**config.mk**
```make
export PLATFORM = sky130hd
export DESIGN_NAME = wide_add_seq_flat
export DESIGN_NICKNAME = d
export VERILOG_FILES = /design/src/rtl/wide_add_seq_if.sv /design/src/rtl/wide_add_seq.sv /design/src/flat_wrapper.sv
export SDC_FILE = /design/constraint.sdc
export NUM_CORES = 1
export LEC_CHECK = 0
export ABC_AREA = 1
export CORE_MARGIN = 1.5
export CORE_UTILIZATION = 45
export CTS_CLUSTER_SIZE = 14
export DETAILED_ROUTE_END_ITERATION = 7
export PLACE_DENSITY = 0.77
export REMOVE_ABC_BUFFERS = 1
export SETUP_SLACK_MARGIN = 0.15
export SLEW_MARGIN = 10
export SYNTH_ARGS = -nofsm -noshare
export SYNTH_HDL_FRONTEND = slang
export SYNTH_SLANG_ARGS = --single-unit
```
**constraint.sdc**
```tcl
create_clock -name clk -period 1.8 [get_ports clk]
set_input_delay 0.45 -clock clk [delete_from_list [all_inputs] [get_ports clk]]
set_output_delay 0.45 -clock clk [all_outputs]
set_load 0.05 [all_outputs]
```
**src/rtl/wide_add_seq_if.sv**
```systemverilog
// Operand/result handshake and shared 16-bit adder bus for wide_add_seq.
// slave = the sequencer side; master = the requester/adder side.
interface wide_add_seq_if #(
    parameter int NWORDS = 4
);
    // Request channel
    logic                   in_valid;
    logic                   in_ready;
    logic [16*NWORDS-1:0]   op_a;
    logic [16*NWORDS-1:0]   op_b;
    logic                   op_sub;
    logic                   op_cin;

    // Result channel
    logic                   out_valid;
    logic                   out_ready;
    logic [16*NWORDS-1:0]   res_sum;
    logic                   res_cout;
    logic                   res_ovf;

    // Shared adder
    logic                   add_req;
    logic                   add_gnt;
    logic [15:0]            add_a;
    logic [15:0]            add_b;
    logic                   add_cin;
    logic [15:0]            add_sum;
    logic                   add_cout;

    modport slave (
        input  in_valid, op_a, op_b, op_sub, op_cin,
        input  out_ready,
        input  add_gnt, add_sum, add_cout,
        output in_ready,
        output out_valid, res_sum, res_cout, res_ovf,
        output add_req, add_a, add_b, add_cin
    );

    modport master (
        output in_valid, op_a, op_b, op_sub, op_cin,
        output out_ready,
        output add_gnt, add_sum, add_cout,
        input  in_ready,
        input  out_valid, res_sum, res_cout, res_ovf,
        input  add_req, add_a, add_b, add_cin
    );
endinterface

```
**src/rtl/wide_add_seq.sv**
```systemverilog
// Wide add/subtract performed one 16-bit slice per granted cycle on a shared adder.
// Ports: clk, rst_n (async, active-low), bus (wide_add_seq_if.slave: request, result, adder).
module wide_add_seq #(
    parameter int NWORDS = 4
) (
    input  logic          clk,
    input  logic          rst_n,
    wide_add_seq_if.slave bus
);
    localparam int IW = (NWORDS > 1) ? $clog2(NWORDS) : 1;
    localparam logic [IW-1:0] LAST = IW'(NWORDS - 1);

    typedef enum logic [1:0] {
        IDLE,
        RUN,
        DONE
    } state_t;

    state_t state_q;
    state_t state_d;

    logic [NWORDS-1:0][15:0] a_q;
    logic [NWORDS-1:0][15:0] b_q;
    logic [NWORDS-1:0][15:0] sum_q;
    logic                    sub_q;
    logic                    carry_q;
    logic                    cout_q;
    logic                    ovf_q;
    logic [IW-1:0]           idx_q;

    logic                    accept;
    logic                    step;
    logic                    last;
    logic [15:0]             opa;
    logic [15:0]             opb;
    logic                    c15;

    assign accept = (state_q == IDLE) && bus.in_valid;
    assign step   = (state_q == RUN) && bus.add_gnt;
    assign last   = (idx_q == LAST);

    // Subtract is A + ~B + carry, with carry seeded as cin ^ sub at accept.
    assign opa = a_q[idx_q];
    assign opb = sub_q ? ~b_q[idx_q] : b_q[idx_q];

    assign bus.add_a   = opa;
    assign bus.add_b   = opb;
    assign bus.add_cin = carry_q;

    // Carry into the top bit of the slice, recovered from the sum bit.
    assign c15 = opa[15] ^ opb[15] ^ bus.add_sum[15];

    assign bus.res_sum  = sum_q;
    assign bus.res_cout = cout_q;
    assign bus.res_ovf  = ovf_q;

    always_ff @(posedge clk or negedge rst_n) begin
        if (!rst_n) begin
            state_q <= IDLE;
        end else begin
            state_q <= state_d;
        end
    end

    always_comb begin
        state_d       = state_q;
        bus.in_ready  = 1'b0;
        bus.out_valid = 1'b0;
        bus.add_req   = 1'b0;
        unique case (state_q)
            IDLE: begin
                bus.in_ready = 1'b1;
                if (bus.in_valid) begin
                    state_d = RUN;
                end
            end
            RUN: begin
                bus.add_req = 1'b1;
                if (bus.add_gnt && last) begin
                    state_d = DONE;
                end
            end
            DONE: begin
                bus.out_valid = 1'b1;
                if (bus.out_ready) begin
                    state_d = IDLE;
                end
            end
            default: begin
                state_d = IDLE;
            end
        endcase
    end

    always_ff @(posedge clk or negedge rst_n) begin
        if (!rst_n) begin
            a_q     <= '0;
            b_q     <= '0;
            sum_q   <= '0;
            sub_q   <= 1'b0;
            carry_q <= 1'b0;
            cout_q  <= 1'b0;
            ovf_q   <= 1'b0;
            idx_q   <= '0;
        end else begin
            if (accept) begin
                a_q     <= bus.op_a;
                b_q     <= bus.op_b;
                sub_q   <= bus.op_sub;
                carry_q <= bus.op_cin ^ bus.op_sub;
                idx_q   <= '0;
            end
            if (step) begin
                sum_q[idx_q] <= bus.add_sum;
                carry_q      <= bus.add_cout;
                if (last) begin
                    // idx parks on the top slice until the next accept.
                    cout_q <= bus.add_cout;
                    ovf_q  <= c15 ^ bus.add_cout;
                end else begin
                    idx_q <= idx_q + 1'b1;
                end
            end
        end
    end
endmodule

```
**src/flat_wrapper.sv**
```systemverilog
// flat-port wrapper written by rule: the top's interface ports become plain ports
module wide_add_seq_flat 
#(
    parameter int NWORDS = 4
)
  (clk, rst_n, bus_in_valid, bus_op_a, bus_op_b, bus_op_sub, bus_op_cin, bus_out_ready, bus_add_gnt, bus_add_sum, bus_add_cout, bus_in_ready, bus_out_valid, bus_res_sum, bus_res_cout, bus_res_ovf, bus_add_req, bus_add_a, bus_add_b, bus_add_cin);
  wide_add_seq_if #(.NWORDS(NWORDS)) bus_i ();
  input  logic clk;
  input  logic rst_n;
  input wire logic [$bits(bus_i.in_valid)-1:0] bus_in_valid;
  input wire logic [$bits(bus_i.op_a)-1:0] bus_op_a;
  input wire logic [$bits(bus_i.op_b)-1:0] bus_op_b;
  input wire logic [$bits(bus_i.op_sub)-1:0] bus_op_sub;
  input wire logic [$bits(bus_i.op_cin)-1:0] bus_op_cin;
  input wire logic [$bits(bus_i.out_ready)-1:0] bus_out_ready;
  input wire logic [$bits(bus_i.add_gnt)-1:0] bus_add_gnt;
  input wire logic [$bits(bus_i.add_sum)-1:0] bus_add_sum;
  input wire logic [$bits(bus_i.add_cout)-1:0] bus_add_cout;
  output wire logic [$bits(bus_i.in_ready)-1:0] bus_in_ready;
  output wire logic [$bits(bus_i.out_valid)-1:0] bus_out_valid;
  output wire logic [$bits(bus_i.res_sum)-1:0] bus_res_sum;
  output wire logic [$bits(bus_i.res_cout)-1:0] bus_res_cout;
  output wire logic [$bits(bus_i.res_ovf)-1:0] bus_res_ovf;
  output wire logic [$bits(bus_i.add_req)-1:0] bus_add_req;
  output wire logic [$bits(bus_i.add_a)-1:0] bus_add_a;
  output wire logic [$bits(bus_i.add_b)-1:0] bus_add_b;
  output wire logic [$bits(bus_i.add_cin)-1:0] bus_add_cin;
  assign bus_i.in_valid = bus_in_valid;
  assign bus_i.op_a = bus_op_a;
  assign bus_i.op_b = bus_op_b;
  assign bus_i.op_sub = bus_op_sub;
  assign bus_i.op_cin = bus_op_cin;
  assign bus_i.out_ready = bus_out_ready;
  assign bus_i.add_gnt = bus_add_gnt;
  assign bus_i.add_sum = bus_add_sum;
  assign bus_i.add_cout = bus_add_cout;
  assign bus_in_ready = bus_i.in_ready;
  assign bus_out_valid = bus_i.out_valid;
  assign bus_res_sum = bus_i.res_sum;
  assign bus_res_cout = bus_i.res_cout;
  assign bus_res_ovf = bus_i.res_ovf;
  assign bus_add_req = bus_i.add_req;
  assign bus_add_a = bus_i.add_a;
  assign bus_add_b = bus_i.add_b;
  assign bus_add_cin = bus_i.add_cin;
  wide_add_seq #(.NWORDS(NWORDS)) u_core (.clk(clk), .rst_n(rst_n), .bus(bus_i));
endmodule
```
==> impl_metrics.env, run 1 <==
export IMPL_dieArea_um2=20080
export IMPL_worstHoldPathType="primary input to asynchronous set/reset pin"
export IMPL_p_comb_frac=0.625
export IMPL_ir_drop_mv=1.477
export IMPL_setup_ws_ns=-0.5983
export IMPL_p_sw_frac=0.4723
export IMPL_track_usage=0.2551
export IMPL_antenna_found_initial=1
export IMPL_slew_viol_final=0
export IMPL_cp_cell_sequence="buf_4, buf_6, buf_16, nor2_2, o22ai_2, xor2_1, buf_4, buf_12"
export IMPL_drc=0
export IMPL_dp_hpwl_um=16720
export IMPL_finalHoldViolCount=4
export IMPL_rows=50
export IMPL_placed_area_um2=11800
export IMPL_grt_pass1_vias=7899
export IMPL_wl_per_cell_um=17.75
export IMPL_overflow=0
export IMPL_synthArstFlopShare=1.000
export IMPL_firstDrtPassIters=5
export IMPL_cts_tree="done"
export IMPL_arrival_ns=1.95
export IMPL_grt_max_degree=56
export IMPL_first_iter_violations=500
export IMPL_ys_types=26
export IMPL_clock_latency_ns=0.43
export IMPL_internal_power_w=0.01657
export IMPL_synthTopCellsByArea="dfrtp_1 58%, nand2_1 20%, o21ai_1 3.8%"
export IMPL_fin_area_um2=13590
export IMPL_tightest_slew_ns=0.5292
export IMPL_yosysTopAreaCellShare=0.5781
export IMPL_layout_min_cycle_time_ns=2.398
export IMPL_cts_buffer_depth=2
export IMPL_failed_checks="negative hold slack, negative setup slack"
export IMPL_synth_edf_count=0
export IMPL_ios=254
export IMPL_drive_gt1_frac=0.2652
export IMPL_synthCells=1029
export IMPL_gp_congestion=0.8308
export IMPL_cp_slowest_cell="dfrtp_2"
export IMPL_finalClockSkew_ns=0.008063
export IMPL_ant_nets=0
export IMPL_switching_power_w=0.01484
export IMPL_ys_seq_area_frac=0.5781
export IMPL_hold_slack_ns=-0.01346
export IMPL_dp_cells=1503
export IMPL_place_ws_ns=-0.1163
export IMPL_fin_crit_sh=1.332
export IMPL_die_h_um=141.7
export IMPL_critPathRequiredTime_ns=1.35
export IMPL_avgViaCountPerCell=5.205
export IMPL_worst_path_buf_inv=5
export IMPL_fmax_ghz=0.4170
export IMPL_worstPathMaxFanout=7
export IMPL_crit_family="buffers and inverters"
export IMPL_clkPwrFrac=0.117
export IMPL_clockRootBuffer="clkbuf_16"
export IMPL_synth_seq_cells=200
export IMPL_grt_pass1_wl_um=39830
export IMPL_cap_violations=0
export IMPL_cpMostUsedCell="buf_4"
export IMPL_final_common_cell="nand2_1"
export IMPL_cpPeakStageDelay_ns=0.45
export IMPL_worstSetupEndpointType="output pin"
export IMPL_synthFlopType="dfrtp_1"
export IMPL_portBuffers=253
export IMPL_p_per_area_nw_per_um2=2312
export IMPL_pwr_share_seq=0.258
export IMPL_crit_type="flop to output pin"
export IMPL_start_util=0.4613
export IMPL_numCtsBuffers=17
export IMPL_setup_viol=34
export IMPL_rsz0062_at_grt="yes"
export IMPL_yosys_warnings=0
export IMPL_yosysTopAreaCell="dfrtp_1"
export IMPL_final_cell_mix="429 x nand2_1, 197 x dfrtp_1, 150 x clkdlybuf4s50_1"
export IMPL_final_nets=1480
export IMPL_setup_tns_final_ns=-16.00
export IMPL_core_region_area_um2=18770
export IMPL_clk_pin_slew_ns=0.07
export IMPL_wirelength_um=27870
export IMPL_outcome="finished with violations"
export IMPL_power_leakage_nw=6.721
export IMPL_slew_headroom=0.6472
export IMPL_h_tree_depth=4
export IMPL_synth_area_um2=8657
export IMPL_postCtsHoldBufs=0
export IMPL_areaGrowthSynthToFinish_pct=56.94
export IMPL_die_w_um=141.7
export IMPL_vias=8172
export IMPL_cp_start_kind="flop"
export IMPL_clock_sinks=200
export IMPL_stdcell_count=1570
export IMPL_syn_avg_cell_area_um2=8.413
export IMPL_fin_util=0.7239
## cells by family (layout without fill, tap and decap cells)
family	Yosys count	count (layout)	synth area share
AO/OA/AOI/OAI	162	162	0.09900
XOR/XNOR	16	16	0.01619
adder cells (fa/ha/maj)	4	4	0.005781
buffers and inverters	90	396	0.05116
flip-flops	200	200	0.5781
other	0	1	0
AND/OR/NAND/NOR	557	557	0.2497
## flip-flops by register name (all words and copies together) (netlist names), 2 cells and up
signal              count
u_core.idx_q            2
u_core.state_q          2
u_core.bus.res_sum     64
u_core.b_q             64
u_core.a_q             64
## layer usage
layer	track usage	up-vias	routed length [um]
met2	0.4244	373	14050
met1	0.3341	3893	11200
met3	0.04995	56	1864
li1	-	3850	-
met4	0.08953	0	755
met5	0	-	0
## final timing paths
path / from / to / slack [ns] / cells after the start
min: rst_n / u_core.bus.res_ovf$_DFFE_PN0P_ / -0.01 / 1
max: u_core.idx_q[0]$_DFF_PN0_ / bus_add_b[7] / -0.60 / 8
max reg2reg: u_core.idx_q[0]$_DFF_PN0_ / u_core.bus.res_ovf$_DFFE_PN0P_ / -0.57 / 18
max in group asynchronous: rst_n / u_core.idx_q[0]$_DFF_PN0_ / 1.16 / 2
min in group clk: u_core.b_q[28]$_DFFE_PN0P_ / u_core.b_q[28]$_DFFE_PN0P_ / 0.48 / 2
min reg2reg: u_core.b_q[28]$_DFFE_PN0P_ / u_core.b_q[28]$_DFFE_PN0P_ / 0.48 / 2
## repair_timing
action                                  4_1_cts  5_1_grt
endpoints found under the setup margin       35       68
cloned                                        5        8
pin swaps                                    21       51
gates resized for setup                      73      164
setup buffers                                13       10
## through the flow
| stage | power (W) | hold WS, ns |
|---|---|---|
| floorplan | 0.01736 | 0.1544 |
| global route | 0.03293 | 0.005577 |
| finish | 0.03141 | -0.01346 |
| global placement | 0.02432 | 0.4567 |
| detailed placement | 0.02461 | 0.4603 |
| CTS | 0.02971 | 0.01387 |
## cell usage after synthesis (2+ instances only)
master / n
ha_1: 4
buf_4: 13
xor2_1: 15
inv_1: 23
nand3_2: 4
nor2_2: 2
inv_2: 5
nand2_1: 470
clkbuf_2: 3
nand2_2: 9
nor2_1: 63
o21ai_0: 63
o22ai_1: 30
clkbuf_1: 9
dfrtp_1: 200
o21ai_1: 65
buf_2: 36
nand3_1: 7
## power groups by stage
| stage | logic [W] | registers [W] | clock network [W] |
|---|---|---|---|
| 2_1_floorplan | 0.00726 | 0.0101 | 0 |
| 3_3_place_gp | 0.0165 | 0.00778 | 0 |
| 3_5_place_dp | 0.0168 | 0.00780 | 0 |
| 4_1_cts | 0.0182 | 0.00783 | 0.00371 |
| 5_1_grt | 0.0207 | 0.00829 | 0.00394 |
| 6_report | 0.0196 | 0.00811 | 0.00368 |
## final cells by class
cell class,count,area [um2]
Multi-Input combinational cell,739,3779
Tap cell,234,292.8
Clock inverter,10,97.59
Inverter,28,120.1
Sequential cell,200,5009
Clock buffer,20,456.7
Timing Repair Buffer,338,3830
Antenna cell,1,2.502
Fill cell,1374,5181
No activity file was read; power rests on OpenSTA's default activity.
==> run 2, diff against run 1 <==
SETUP_SLACK_MARGIN = default   (was 0.15)
SKIP_CTS_REPAIR_TIMING = 1   (was default)
clock period = 2.5 ns   (was 1.8 ns; I/O delays follow)
==> run 2 against run 1 <==
  * The flow finishes with violations (negative setup slack)
  * Clock skew is 0.00084 ns higher
  * First-iteration DRC count is 6.0% higher
  * Register-to-register slack better by 1.3 ns
  * Sequential share of layout area is 3.1 points higher
  * Non-clock buffer count is 47 lower
  * Sequential cell count stayed put
  * Hold slack better by 0.12 ns
  * Critical path depth is 2 lower
  * Routed wire length is 9.3% lower
  * Combinational power is 36% lower
==> impl_metrics.env, run 2 (synthesis gave the netlist of run 1 again) <==
export IMPL_outcome="finished with violations"
export IMPL_failed_checks="negative setup slack"
export IMPL_dp_cells=1479
export IMPL_wirelength_um=25270
export IMPL_fin_crit_sh=1.024
export IMPL_portBuffers=253
export IMPL_first_iter_violations=530
export IMPL_rsz0062_at_grt="yes"
export IMPL_numCtsBuffers=17
export IMPL_gr_usage_met2=0.3936
export IMPL_worstPathMaxFanout=12
export IMPL_arrival_ns=1.94
export IMPL_final_common_cell="nand2_1"
export IMPL_fill_cells=1526
export IMPL_ant_nets=0
export IMPL_clock_latency_ns=0.43
export IMPL_grt_pass1_wl_um=37700
export IMPL_rows=50
export IMPL_worstHoldPathType="primary input to asynchronous set/reset pin"
export IMPL_p_per_area_nw_per_um2=1655
export IMPL_cap_violations=0
export IMPL_dieArea_um2=20080
export IMPL_vias=7810
export IMPL_setup_viol=11
export IMPL_dp_hpwl_um=16110
export IMPL_cp_start_kind="flop"
export IMPL_setup_worst_path_start="u_core.idx_q[0]$_DFF_PN0_"
export IMPL_ir_drop_mv=1.381
export IMPL_slew_viol_final=0
export IMPL_grt_use_met1=0.3205
export IMPL_r2r_start="u_core.idx_q[0]$_DFF_PN0_"
export IMPL_grt_max_degree=69
export IMPL_grt_busiest_layer="met2"
export IMPL_final_cell_mix="470 x nand2_1, 218 x clkdlybuf4s50_1, 198 x dfrtp_1"
export IMPL_track_usage=0.2396
export IMPL_cts_tree="done"
export IMPL_slew_headroom=0.6418
export IMPL_layout_min_cycle_time_ns=2.561
export IMPL_stdcell_count=1522
export IMPL_antenna_found_initial=1
export IMPL_antenna_cells=0
export IMPL_finalHoldViolCount=0
export IMPL_avgViaCountPerCell=5.131
export IMPL_ff_latch_area_um2=5007
export IMPL_ios=254
export IMPL_cts_buffer_depth=2
export IMPL_critPathRequiredTime_ns=1.88
export IMPL_crit_type="flop to output pin"
export IMPL_grt_pass1_vias=7479
export IMPL_clock_sinks=200
export IMPL_areaGrowthSynthToFinish_pct=44.60
export IMPL_fmax_ghz=0.3904
export IMPL_drc=0
export IMPL_power_leakage_nw=6.131
export IMPL_core_region_area_um2=18770
export IMPL_setup_tns_final_ns=-0.3919
export IMPL_gp_congestion=0.8299
export IMPL_worstSetupEndpointType="output pin"
export IMPL_die_h_um=141.7
export IMPL_h_tree_depth=4
export IMPL_overflow=0
export IMPL_die_w_um=141.7
export IMPL_total_power_w=0.02072
export IMPL_r2r_setup_slack_ns=0.71
export IMPL_clk_pin_slew_ns=0.07
export IMPL_multi_input_area_um2=3311
export IMPL_tightest_slew_ns=0.5355
export IMPL_wl_per_cell_um=16.60
export IMPL_final_nets=1433
export IMPL_finalClockSkew_ns=0.008898
export IMPL_grt_use_met3=0.04759
export IMPL_drive_gt1_frac=0.1102
export IMPL_setup_ws_ns=-0.06118
export IMPL_clockRootBuffer="clkbuf_16"
export IMPL_firstDrtPassIters=5
export IMPL_hold_slack_ns=0.1070
export IMPL_start_util=0.4613
-- run 2: cell type report --
class | count | share of cell area
Clock buffer | 21 | 0.03758
Clock inverter | 9 | 0.005697
Inverter | 28 | 0.008995
Multi-Input combinational cell | 739 | 0.2645
Sequential cell | 200 | 0.4000
Tap cell | 234 | 0.02339
Timing Repair Buffer | 291 | 0.2599
-- run 2: path summary, 6_finish.rpt --
kind / end / cells past startpoint
worst max-delay path: bus_add_b[7] / 6
worst min-delay path: u_core.bus.res_sum[48]$_DFFE_PN0P_ / 1
worst max register to register: u_core.bus.res_sum[39]$_DFFE_PN0P_ / 8
worst min register to register: u_core.b_q[44]$_DFFE_PN0P_ / 2
max in group asynchronous: u_core.bus.res_sum[3]$_DFFE_PN0P_ / 2
min in group clk: u_core.b_q[44]$_DFFE_PN0P_ / 2
-- run 2: critical path: stages (launching register included) --
cell,delay (ns)
dfrtp_2,0.46
clkinv_4,0.14
buf_12,0.18
o21ai_0,0.15
o22ai_1,0.10
xor2_1,0.31
buf_12,0.19
-- run 2: per-stage QoR --
stage / setup slack [ns] / util / area [um2]
after global routing: -0.1545 / 0.6670 / 12520
after floorplan: -1.239 / - / 8319
final: -0.06118 / 0.6670 / 12520
after CTS: -0.2204 / 0.6464 / 12130
after detailed placement: 0.2557 / 0.6175 / 11590
after global placement: 0.2897 / 0.6175 / 11590
-- run 2: per-layer routing --
| metal | vias to the layer above | wire length, um | part of all wire |
|---|---|---|---|
| met4 | 0 | 493 | 0.020 |
| met1 | 3698 | 10890 | 0.43 |
| met5 | - | 0 | 0 |
| met3 | 37 | 1806 | 0.071 |
| li1 | 3748 | - | - |
| met2 | 327 | 12080 | 0.48 |
-- run 2: power breakdown --
| part | internal [W] | total (W) | switching [W] |
|---|---|---|---|
| combinational | 0.00480 | 0.0125 | 0.00772 |
| clock | 0.00135 | 0.00256 | 0.00121 |
| sequential | 0.00474 | 0.00563 | 0.000895 |
| total | 0.0109 | 0.0207 | 0.00983 |
==> run 3, diff against run 2 <==
ABC_CLOCK_PERIOD_IN_PS = 2500   (was default)
==> results of run 3 <==
Same layout as run 2: the final DEF is identical, and so are final timing and power.
